[src/rtl/apb_sched_pkg.sv]
//============================================================================
// Module      : apb_sched_pkg
// Description : Shared types and constants for the APB slave scheduler:
//               FSM state encoding, slot-index width, completion/error
//               source encoding and a saturating-increment helper.
// Revision    : 1.0 - initial release
//============================================================================
`default_nettype none

package apb_sched_pkg;

    // Number of address MSBs used to pick one of the four slave slots
    localparam int SLOT_W = 2;

    // Width of the saturating error counter
    localparam int ERR_CNT_W = 8;

    // Width of the wait-state counter; TIMEOUT is limited to 255
    localparam int WAIT_CNT_W = 8;

    // Transfer-phase encoding seen by the scheduler FSM
    typedef enum logic [1:0] {
        ST_IDLE   = 2'd0,
        ST_SETUP  = 2'd1,
        ST_ACCESS = 2'd2
    } state_e;

    // Who terminated the current transfer (slave, unmapped slot, timeout)
    typedef enum logic [1:0] {
        SRC_SLV   = 2'd0,
        SRC_UNMAP = 2'd1,
        SRC_TOUT  = 2'd2
    } err_src_e;

    // Increment that holds at all-ones instead of wrapping
    function automatic logic [ERR_CNT_W-1:0] sat_inc(input logic [ERR_CNT_W-1:0] v);
        return (v == {ERR_CNT_W{1'b1}}) ? v : v + 1'b1;
    endfunction

endpackage

`default_nettype wire

[src/rtl/apb_wait_timer.sv]
//============================================================================
// Module      : apb_wait_timer
// Description : Wait-state counter for one APB transfer. Cleared in the
//               setup cycle, advanced on every ACCESS cycle in which the
//               selected slave is not ready. 'hit' flags the ACCESS cycle
//               on which the slave has used up its TIMEOUT cycles.
// Revision    : 1.0 - initial release
//============================================================================
`default_nettype none

module apb_wait_timer
    import apb_sched_pkg::*;
#(
    parameter int TIMEOUT = 16
) (
    input  logic clk,
    input  logic rst,
    input  logic clr,
    input  logic inc,
    output logic hit
);

    // Counter value present on the TIMEOUT-th ACCESS cycle
    localparam logic [WAIT_CNT_W-1:0] c_LAST = WAIT_CNT_W'(TIMEOUT - 1);
    localparam logic [WAIT_CNT_W-1:0] c_MAX  = {WAIT_CNT_W{1'b1}};

    logic [WAIT_CNT_W-1:0] r_cnt;

    // Count not-ready ACCESS cycles; clear wins, never wrap past all-ones
    always_ff @(posedge clk) begin
        if (rst) begin
            r_cnt <= '0;
        end else if (clr) begin
            r_cnt <= '0;
        end else if (inc && (r_cnt != c_MAX)) begin
            r_cnt <= r_cnt + 1'b1;
        end
    end

    // Timeout only when this cycle is itself another wait cycle
    assign hit = inc & (r_cnt == c_LAST);

endmodule

`default_nettype wire

[src/rtl/apb_slave_sched.sv]
//============================================================================
// Module      : apb_slave_sched
// Description : APB decoder/scheduler between one bridge master port and
//               four slave slots. Decodes the slot from the address MSBs,
//               answers unmapped slots with an immediate error, terminates
//               stalled slaves with a timeout error, and keeps a small
//               registered error log (pulse, saturating count, address).
// Revision    : 1.0 - initial release
//============================================================================
`default_nettype none

module apb_slave_sched
    import apb_sched_pkg::*;
#(
    parameter int              ADDRWIDTH = 16,
    parameter int              NSLV      = 4,
    parameter logic [NSLV-1:0] SLV_EN    = 4'b0111,
    parameter int              TIMEOUT   = 16
) (
    input  logic                   clk,
    input  logic                   rst,
    // master side (from the bridge)
    input  logic                   m_psel,
    input  logic                   m_penable,
    input  logic                   m_pwrite,
    input  logic [ADDRWIDTH-1:0]   m_paddr,
    input  logic [31:0]            m_pwdata,
    output logic [31:0]            m_prdata,
    output logic                   m_pready,
    output logic                   m_pslverr,
    // slave side
    output logic [NSLV-1:0]        s_psel,
    output logic                   s_penable,
    output logic                   s_pwrite,
    output logic [ADDRWIDTH-1:0]   s_paddr,
    output logic [31:0]            s_pwdata,
    input  logic [NSLV*32-1:0]     s_prdata,
    input  logic [NSLV-1:0]        s_pready,
    input  logic [NSLV-1:0]        s_pslverr,
    // error log
    output logic                   err_pulse,
    output logic [ERR_CNT_W-1:0]   err_count,
    output logic [ADDRWIDTH-1:0]   err_addr
);

    localparam logic [1:0] c_ST_IDLE   = ST_IDLE;
    localparam logic [1:0] c_ST_SETUP  = ST_SETUP;
    localparam logic [1:0] c_ST_ACCESS = ST_ACCESS;

    logic [1:0]            r_state;
    logic [1:0]            w_cur;
    logic [1:0]            w_nxt;
    logic [SLOT_W-1:0]     w_idx;
    logic                  w_mapped;
    logic                  w_slv_rdy;
    logic                  w_slv_err;
    logic [31:0]           w_slv_rdata;
    logic [31:0]           w_rdata_arr [NSLV];
    logic                  w_sel_act;
    logic                  w_wait_clr;
    logic                  w_wait_inc;
    logic                  w_hit;
    logic                  w_done;
    logic                  w_pslverr;
    logic                  w_err_ev;
    err_src_e              w_src;
    logic                  r_err_pulse;
    logic [ERR_CNT_W-1:0]  r_err_count;
    logic [ADDRWIDTH-1:0]  r_err_addr;

    // Slot decode from the address MSBs
    assign w_idx    = m_paddr[ADDRWIDTH-1 -: SLOT_W];
    assign w_mapped = SLV_EN[w_idx];

    // Unpack the flat slave read-data bus into per-slot words
    for (genvar gi = 0; gi < NSLV; gi++) begin : g_rdata
        assign w_rdata_arr[gi] = s_prdata[32*gi +: 32];
    end

    assign w_slv_rdy   = s_pready[w_idx];
    assign w_slv_err   = s_pslverr[w_idx];
    assign w_slv_rdata = w_rdata_arr[w_idx];

    // The setup phase is recognised in the same cycle the master presents
    // it, so SETUP is derived from IDLE plus the inputs rather than stored;
    // this keeps s_psel aligned with the master's setup cycle, and makes a
    // back-to-back setup after a completion fall out of IDLE naturally.
    always_comb begin
        w_cur = r_state;
        if ((r_state == c_ST_IDLE) && m_psel && !m_penable) begin
            w_cur = c_ST_SETUP;
        end
    end

    // Next phase: setup always advances, access ends on completion or abort
    always_comb begin
        w_nxt = c_ST_IDLE;
        case (w_cur)
            c_ST_SETUP:  w_nxt = c_ST_ACCESS;
            c_ST_ACCESS: w_nxt = (w_done || !m_psel) ? c_ST_IDLE : c_ST_ACCESS;
            default:     w_nxt = c_ST_IDLE;
        endcase
    end

    // Phase register
    always_ff @(posedge clk) begin
        if (rst) begin
            r_state <= c_ST_IDLE;
        end else begin
            r_state <= w_nxt;
        end
    end

    // Wait-state timer: cleared in setup, counts stalled ACCESS cycles
    assign w_wait_clr = (w_cur == c_ST_SETUP);
    assign w_wait_inc = (w_cur == c_ST_ACCESS) & w_mapped & ~w_slv_rdy;

    apb_wait_timer #(
        .TIMEOUT (TIMEOUT)
    ) u_wait_timer (
        .clk (clk),
        .rst (rst),
        .clr (w_wait_clr),
        .inc (w_wait_inc),
        .hit (w_hit)
    );

    // Completion source; a slave ready beats a coincident timeout
    always_comb begin
        w_done = 1'b0;
        w_src  = SRC_SLV;
        if (w_cur == c_ST_ACCESS) begin
            if (!w_mapped) begin
                w_done = 1'b1;
                w_src  = SRC_UNMAP;
            end else if (w_slv_rdy) begin
                w_done = 1'b1;
                w_src  = SRC_SLV;
            end else if (w_hit) begin
                w_done = 1'b1;
                w_src  = SRC_TOUT;
            end
        end
    end

    assign w_pslverr = w_done & ((w_src == SRC_SLV) ? w_slv_err : 1'b1);
    assign w_err_ev  = w_done & w_pslverr;

    // Master-side response, combinational from state and slave inputs
    assign m_pready  = w_done;
    assign m_pslverr = w_pslverr;
    assign m_prdata  = (w_done && (w_src == SRC_SLV)) ? w_slv_rdata : 32'h0;

    // Broadcast signals; enable is held low whenever no transfer is active
    assign s_paddr   = m_paddr;
    assign s_pwrite  = m_pwrite;
    assign s_pwdata  = m_pwdata;
    assign s_penable = (w_cur != c_ST_IDLE) ? m_penable : 1'b0;

    // One-hot select for a mapped slot during setup/access only
    assign w_sel_act = (w_cur != c_ST_IDLE) & w_mapped & m_psel;

    for (genvar gi = 0; gi < NSLV; gi++) begin : g_psel
        assign s_psel[gi] = w_sel_act & (w_idx == SLOT_W'(gi));
    end

    // Error log: one-cycle strobe, saturating count, last failing address
    always_ff @(posedge clk) begin
        if (rst) begin
            r_err_pulse <= 1'b0;
            r_err_count <= '0;
            r_err_addr  <= '0;
        end else begin
            r_err_pulse <= w_err_ev;
            if (w_err_ev) begin
                r_err_count <= sat_inc(r_err_count);
                r_err_addr  <= m_paddr;
            end
        end
    end

    assign err_pulse = r_err_pulse;
    assign err_count = r_err_count;
    assign err_addr  = r_err_addr;

endmodule

`default_nettype wire

[config.mk]
export PLATFORM = sky130hd
export DESIGN_NAME = apb_slave_sched
export DESIGN_NICKNAME = d
export VERILOG_FILES = /design/src/rtl/apb_sched_pkg.sv /design/src/rtl/apb_wait_timer.sv /design/src/rtl/apb_slave_sched.sv
export SDC_FILE = /design/constraint.sdc
export NUM_CORES = 1
export LEC_CHECK = 0
export CORE_AREA = 2 2 119 121
export DETAILED_ROUTE_END_ITERATION = 8
export DIE_AREA = 0 0 121 123
export GPL_ROUTABILITY_DRIVEN = 0
export GPL_TIMING_DRIVEN = 0
export PLACE_DENSITY = 0.72
export RECOVER_POWER = 100
export SLEW_MARGIN = 10
export SYNTH_ARGS = -nofsm -noshare
export SYNTH_HDL_FRONTEND = slang
export SYNTH_SLANG_ARGS = --single-unit
[constraint.sdc]
create_clock -name clk -period 8.5 [get_ports clk]
set_clock_uncertainty 0.05 [all_clocks]
set_input_delay 2.55 -clock clk [delete_from_list [all_inputs] [get_ports clk]]
set_output_delay 2.55 -clock clk [all_outputs]
set_load 0.02 [all_outputs]
==> flow_summary_export.csv <==
group,metric,value,unit
outcome,outcome,"finished, final reports clean",
setup_path,worst_ep_arrival_time,5.13,ns
clocking,number_of_gates_resized_after_cts,0,
logic_synthesis,ys_warn_count,0,
logic_synthesis,yosys.cell_types.count,43,
setup_path,worst-endpoint-required,5.90,ns
power,clock_power_share,32.3,%
power,seq_power_share,29.4,%
die,rows,43,
power,power.net_switching,143.9,uW
clocking,postCtsHoldBufs,0,
clocking,cts-root-to-sink-buffers,2,
clocking,cts_tree,"done",
logic_synthesis,yosys-top-cells-area,"sky130_fd_sc_hd__mux4_2 25%, sky130_fd_sc_hd__dfxtp_1 23%, sky130_fd_sc_hd__buf_4 13%",
drt,routed_wire_length_per_instance,17.54,um
sta,grt_setup_unrepaired,"false",
clocking,h-tree-depth,2,
sta,post-route-worst-setup-slack,0.7691,ns
logic_synthesis,post-synth-top-area-fraction,24.88,%
global_routing,grt_pass1_vias,3441,
clocking,clkSinkCount,34,
logic_synthesis,postSynth.asyncResetShare,0,%
placement,dpl_worst_slack,0.9517,ns
die,floorplan.die_area,14880,um^2
placement,hpwlAfterDp,11.49,mm
setup_path,maximum_fanout_count_along_the_critical_path,10,
global_routing,grt_antenna_before_repair,3,
die,initial_core_util,21.94,%
logic_synthesis,synth.cell_area,2987,um^2
die,ports_placed_on_the_boundary,302,
logic_synthesis,avgSynthCellArea,9.857,um^2
logic_synthesis,count_of_flip_flops_with_a_built_in_enable_after_synthesis,0,
die,horizontal_die_dimension,121,um
setup_path,start_kind,"input pin",
power,cell_internal_pwr,411.9,uW
setup_path,r2r.worst_path.cells,7,
logic_synthesis,ys_top_cells_by_count,"51 x sky130_fd_sc_hd__buf_4, 35 x sky130_fd_sc_hd__and3_1, 34 x sky130_fd_sc_hd__dfxtp_1, 33 x sky130_fd_sc_hd__mux4_2, 30 x sky130_fd_sc_hd__nor2_1",
clocking,post-cts-setup-buffers,0,
power,combPwrFrac,38.3,%
setup_path,critPathCaptureType,"output port",
global_routing,global_route_wire_length_before_repair,18.77,mm
logic_synthesis,synthesis.nets,494,
job,cap_violations,0,
drt,vias_per_cell,4.497,
die,die-height,123,um
drt,detail_route.drc_violations,0,
drt,vias,3409,
hold_path,hp-class,"register to register",
clocking,cts-buffers-inserted,5,
logic_synthesis,synthFlopType,"sky130_fd_sc_hd__dfxtp_1",
placement,buffer_ports.inserted,264,
setup_path,worst_setup_slack_for_register_to_register_paths,6.11,ns
sta,setup_tns,0,ns
cells_and_area,nNetsFinal,765,
global_routing,overflow,0,
power,pwr_density_cell,92.81,nW/um^2
die,core,13610,um^2
power,power.share.switching,25.89,%
power,leakagePower,2.648,nW
clocking,root_driver,"sky130_fd_sc_hd__clkbuf_16",
logic_synthesis,synth_seq_area_share,22.79,%
sta,post-route-period-util,90.95,%
clocking,clk_pin_slew_worst_paths,0.05,ns
sta,finalHoldViolations,0,
cells_and_area,layout-drive-gt1-share,17.74,%
logic_synthesis,syn_inst,303,
clocking,clock_latency,0.27,ns
sta,maxClockFrequency,129.4,MHz
sta,worst_max_slew_pin_slew,0.7032,ns
sta,shortest_period_the_worst_path_allows,7.731,ns
power,p_total,555.8,uW
drt,ant_nets,0,
setup_path,class_of_the_most_critical_setup_path,"input pin to output port",
global_routing,grt.total_usage,16.20,%
sta,timing_max_transition_violations_final,0,
sta,slew_headroom,53.12,%
cells_and_area,layout-area-overhead-vs-synth,100.5,%
sta,final-setup-viol-count,0,
drt,drtPass1Iterations,4,
logic_synthesis,ys_seq_elements,34,
global_routing,largest_net_degree_at_the_start_of_global_routing,11,
drt,first_iter_violations,90,
hold_path,worst_hold_path.num_cells,2,
logic_synthesis,yosysTopAreaCell,"sky130_fd_sc_hd__mux4_2",
logic_synthesis,synth_most_common_cell,"sky130_fd_sc_hd__buf_4",
power,vdd_drop_max,0.00009543,V
drt,routed_wirelength,13.30,mm
cell type report:
type                            instances  area, um^2
Timing Repair Buffer                  264        2643
Buffer                                 72       479.2
Inverter                                7       26.28
Fill cell                            1279        7624
Clock buffer                            7       142.6
Multi-Input combinational cell        190        1779
Tap cell                              180       225.2
Clock inverter                          1       5.005
Sequential cell                        34       680.7
Antenna cell                            3       7.507
power by group through the flow:
stage	clock network (mW)	registers, mW	logic, mW
after floorplan	0	0.169	0.0981
after global placement	0	0.167	0.219
after detailed placement	0	0.167	0.222
after CTS	0.185	0.164	0.223
after global routing	0.190	0.164	0.225
final	0.179	0.163	0.213
stage by stage:
stage | hold WS [ns] | cells | area [um^2] | utilization, %
after floorplan | 0.4169 | 303 | 2987 | -
after global placement | 0.4242 | 747 | 5854 | 43.01
after detailed placement | 0.4366 | 747 | 5854 | 43.01
after CTS | 0.4500 | 755 | 6002 | 44.09
after global routing | 0.4722 | 757 | 5986 | 43.97
final | 0.4374 | 758 | 5988 | 43.99
final timing paths:
path / to / from
setup reg to reg: err_addr[0]$_SDFFE_PP0P_ / u_wait_timer.r_cnt[0]$_SDFFE_PP0P_
hold / removal: err_addr[14]$_SDFFE_PP0P_ / err_addr[14]$_SDFFE_PP0P_
setup / recovery: m_pslverr / s_pready[2]
hold reg to reg: err_addr[14]$_SDFFE_PP0P_ / err_addr[14]$_SDFFE_PP0P_
layout by cell type, fill, tap and decap left out, drive strengths merged, types with 2 or more instances in the layout:
| cell | n |
|---|---|
| a21oi | 8 |
| and2 | 2 |
| and3 | 35 |
| buf | 58 |
| clkbuf | 21 |
| clkdlybuf4s50 | 151 |
| dfxtp | 34 |
| diode | 3 |
| dlygate4sd3 | 113 |
| ha | 2 |
| inv | 7 |
| mux2 | 2 |
| mux2i | 20 |
| mux4 | 33 |
| nand2 | 3 |
| nand3 | 7 |
| nor2 | 30 |
| nor3 | 3 |
| nor3b | 4 |
| o21ai | 7 |
| o31ai | 3 |
| o41ai | 2 |
| or3 | 6 |
| or4 | 3 |
| xnor2 | 3 |
critical path: stages:
cell	delay, ns
sky130_fd_sc_hd__dlygate4sd3_1	0.55
sky130_fd_sc_hd__mux4_2	0.60
sky130_fd_sc_hd__a21o_1	0.24
sky130_fd_sc_hd__o221ai_4	0.29
sky130_fd_sc_hd__buf_6	0.21
sky130_fd_sc_hd__inv_1	0.05
sky130_fd_sc_hd__dlygate4sd3_1	0.64
routing by layer:
| metal | up-vias | track usage [%] | routed length [um] |
|---|---|---|---|
| met5 | - | 0 | 0 |
| met4 | 0 | 3.924 | 219 |
| met3 | 13 | 3.875 | 1084 |
| met2 | 167 | 31.39 | 7237 |
| li1 | 1626 | - | - |
| met1 | 1603 | 17.63 | 4758 |
registers in the layout, indices dropped and copies added (netlist names):
signal              cells
err_addr               16
err_count               8
err_pulse               1
r_state                 1
u_wait_timer.r_cnt      8
cell families (layout without fill, tap and decap cells):
logic type / Yosys count / in the layout / share of synthesized area, %
AND/OR/NAND/NOR: 96 / 96 / 17.55
buffers and inverters: 79 / 351 / 17.30
flip-flops: 34 / 34 / 22.79
other: 1 / 4 / 0.1256
multiplexers: 55 / 55 / 32.34
AO/OA/AOI/OAI: 32 / 32 / 7.877
adder cells (fa/ha/maj): 2 / 2 / 0.8377
XOR/XNOR: 4 / 4 / 1.173
Note: power is estimated with default switching activity, not from simulation.
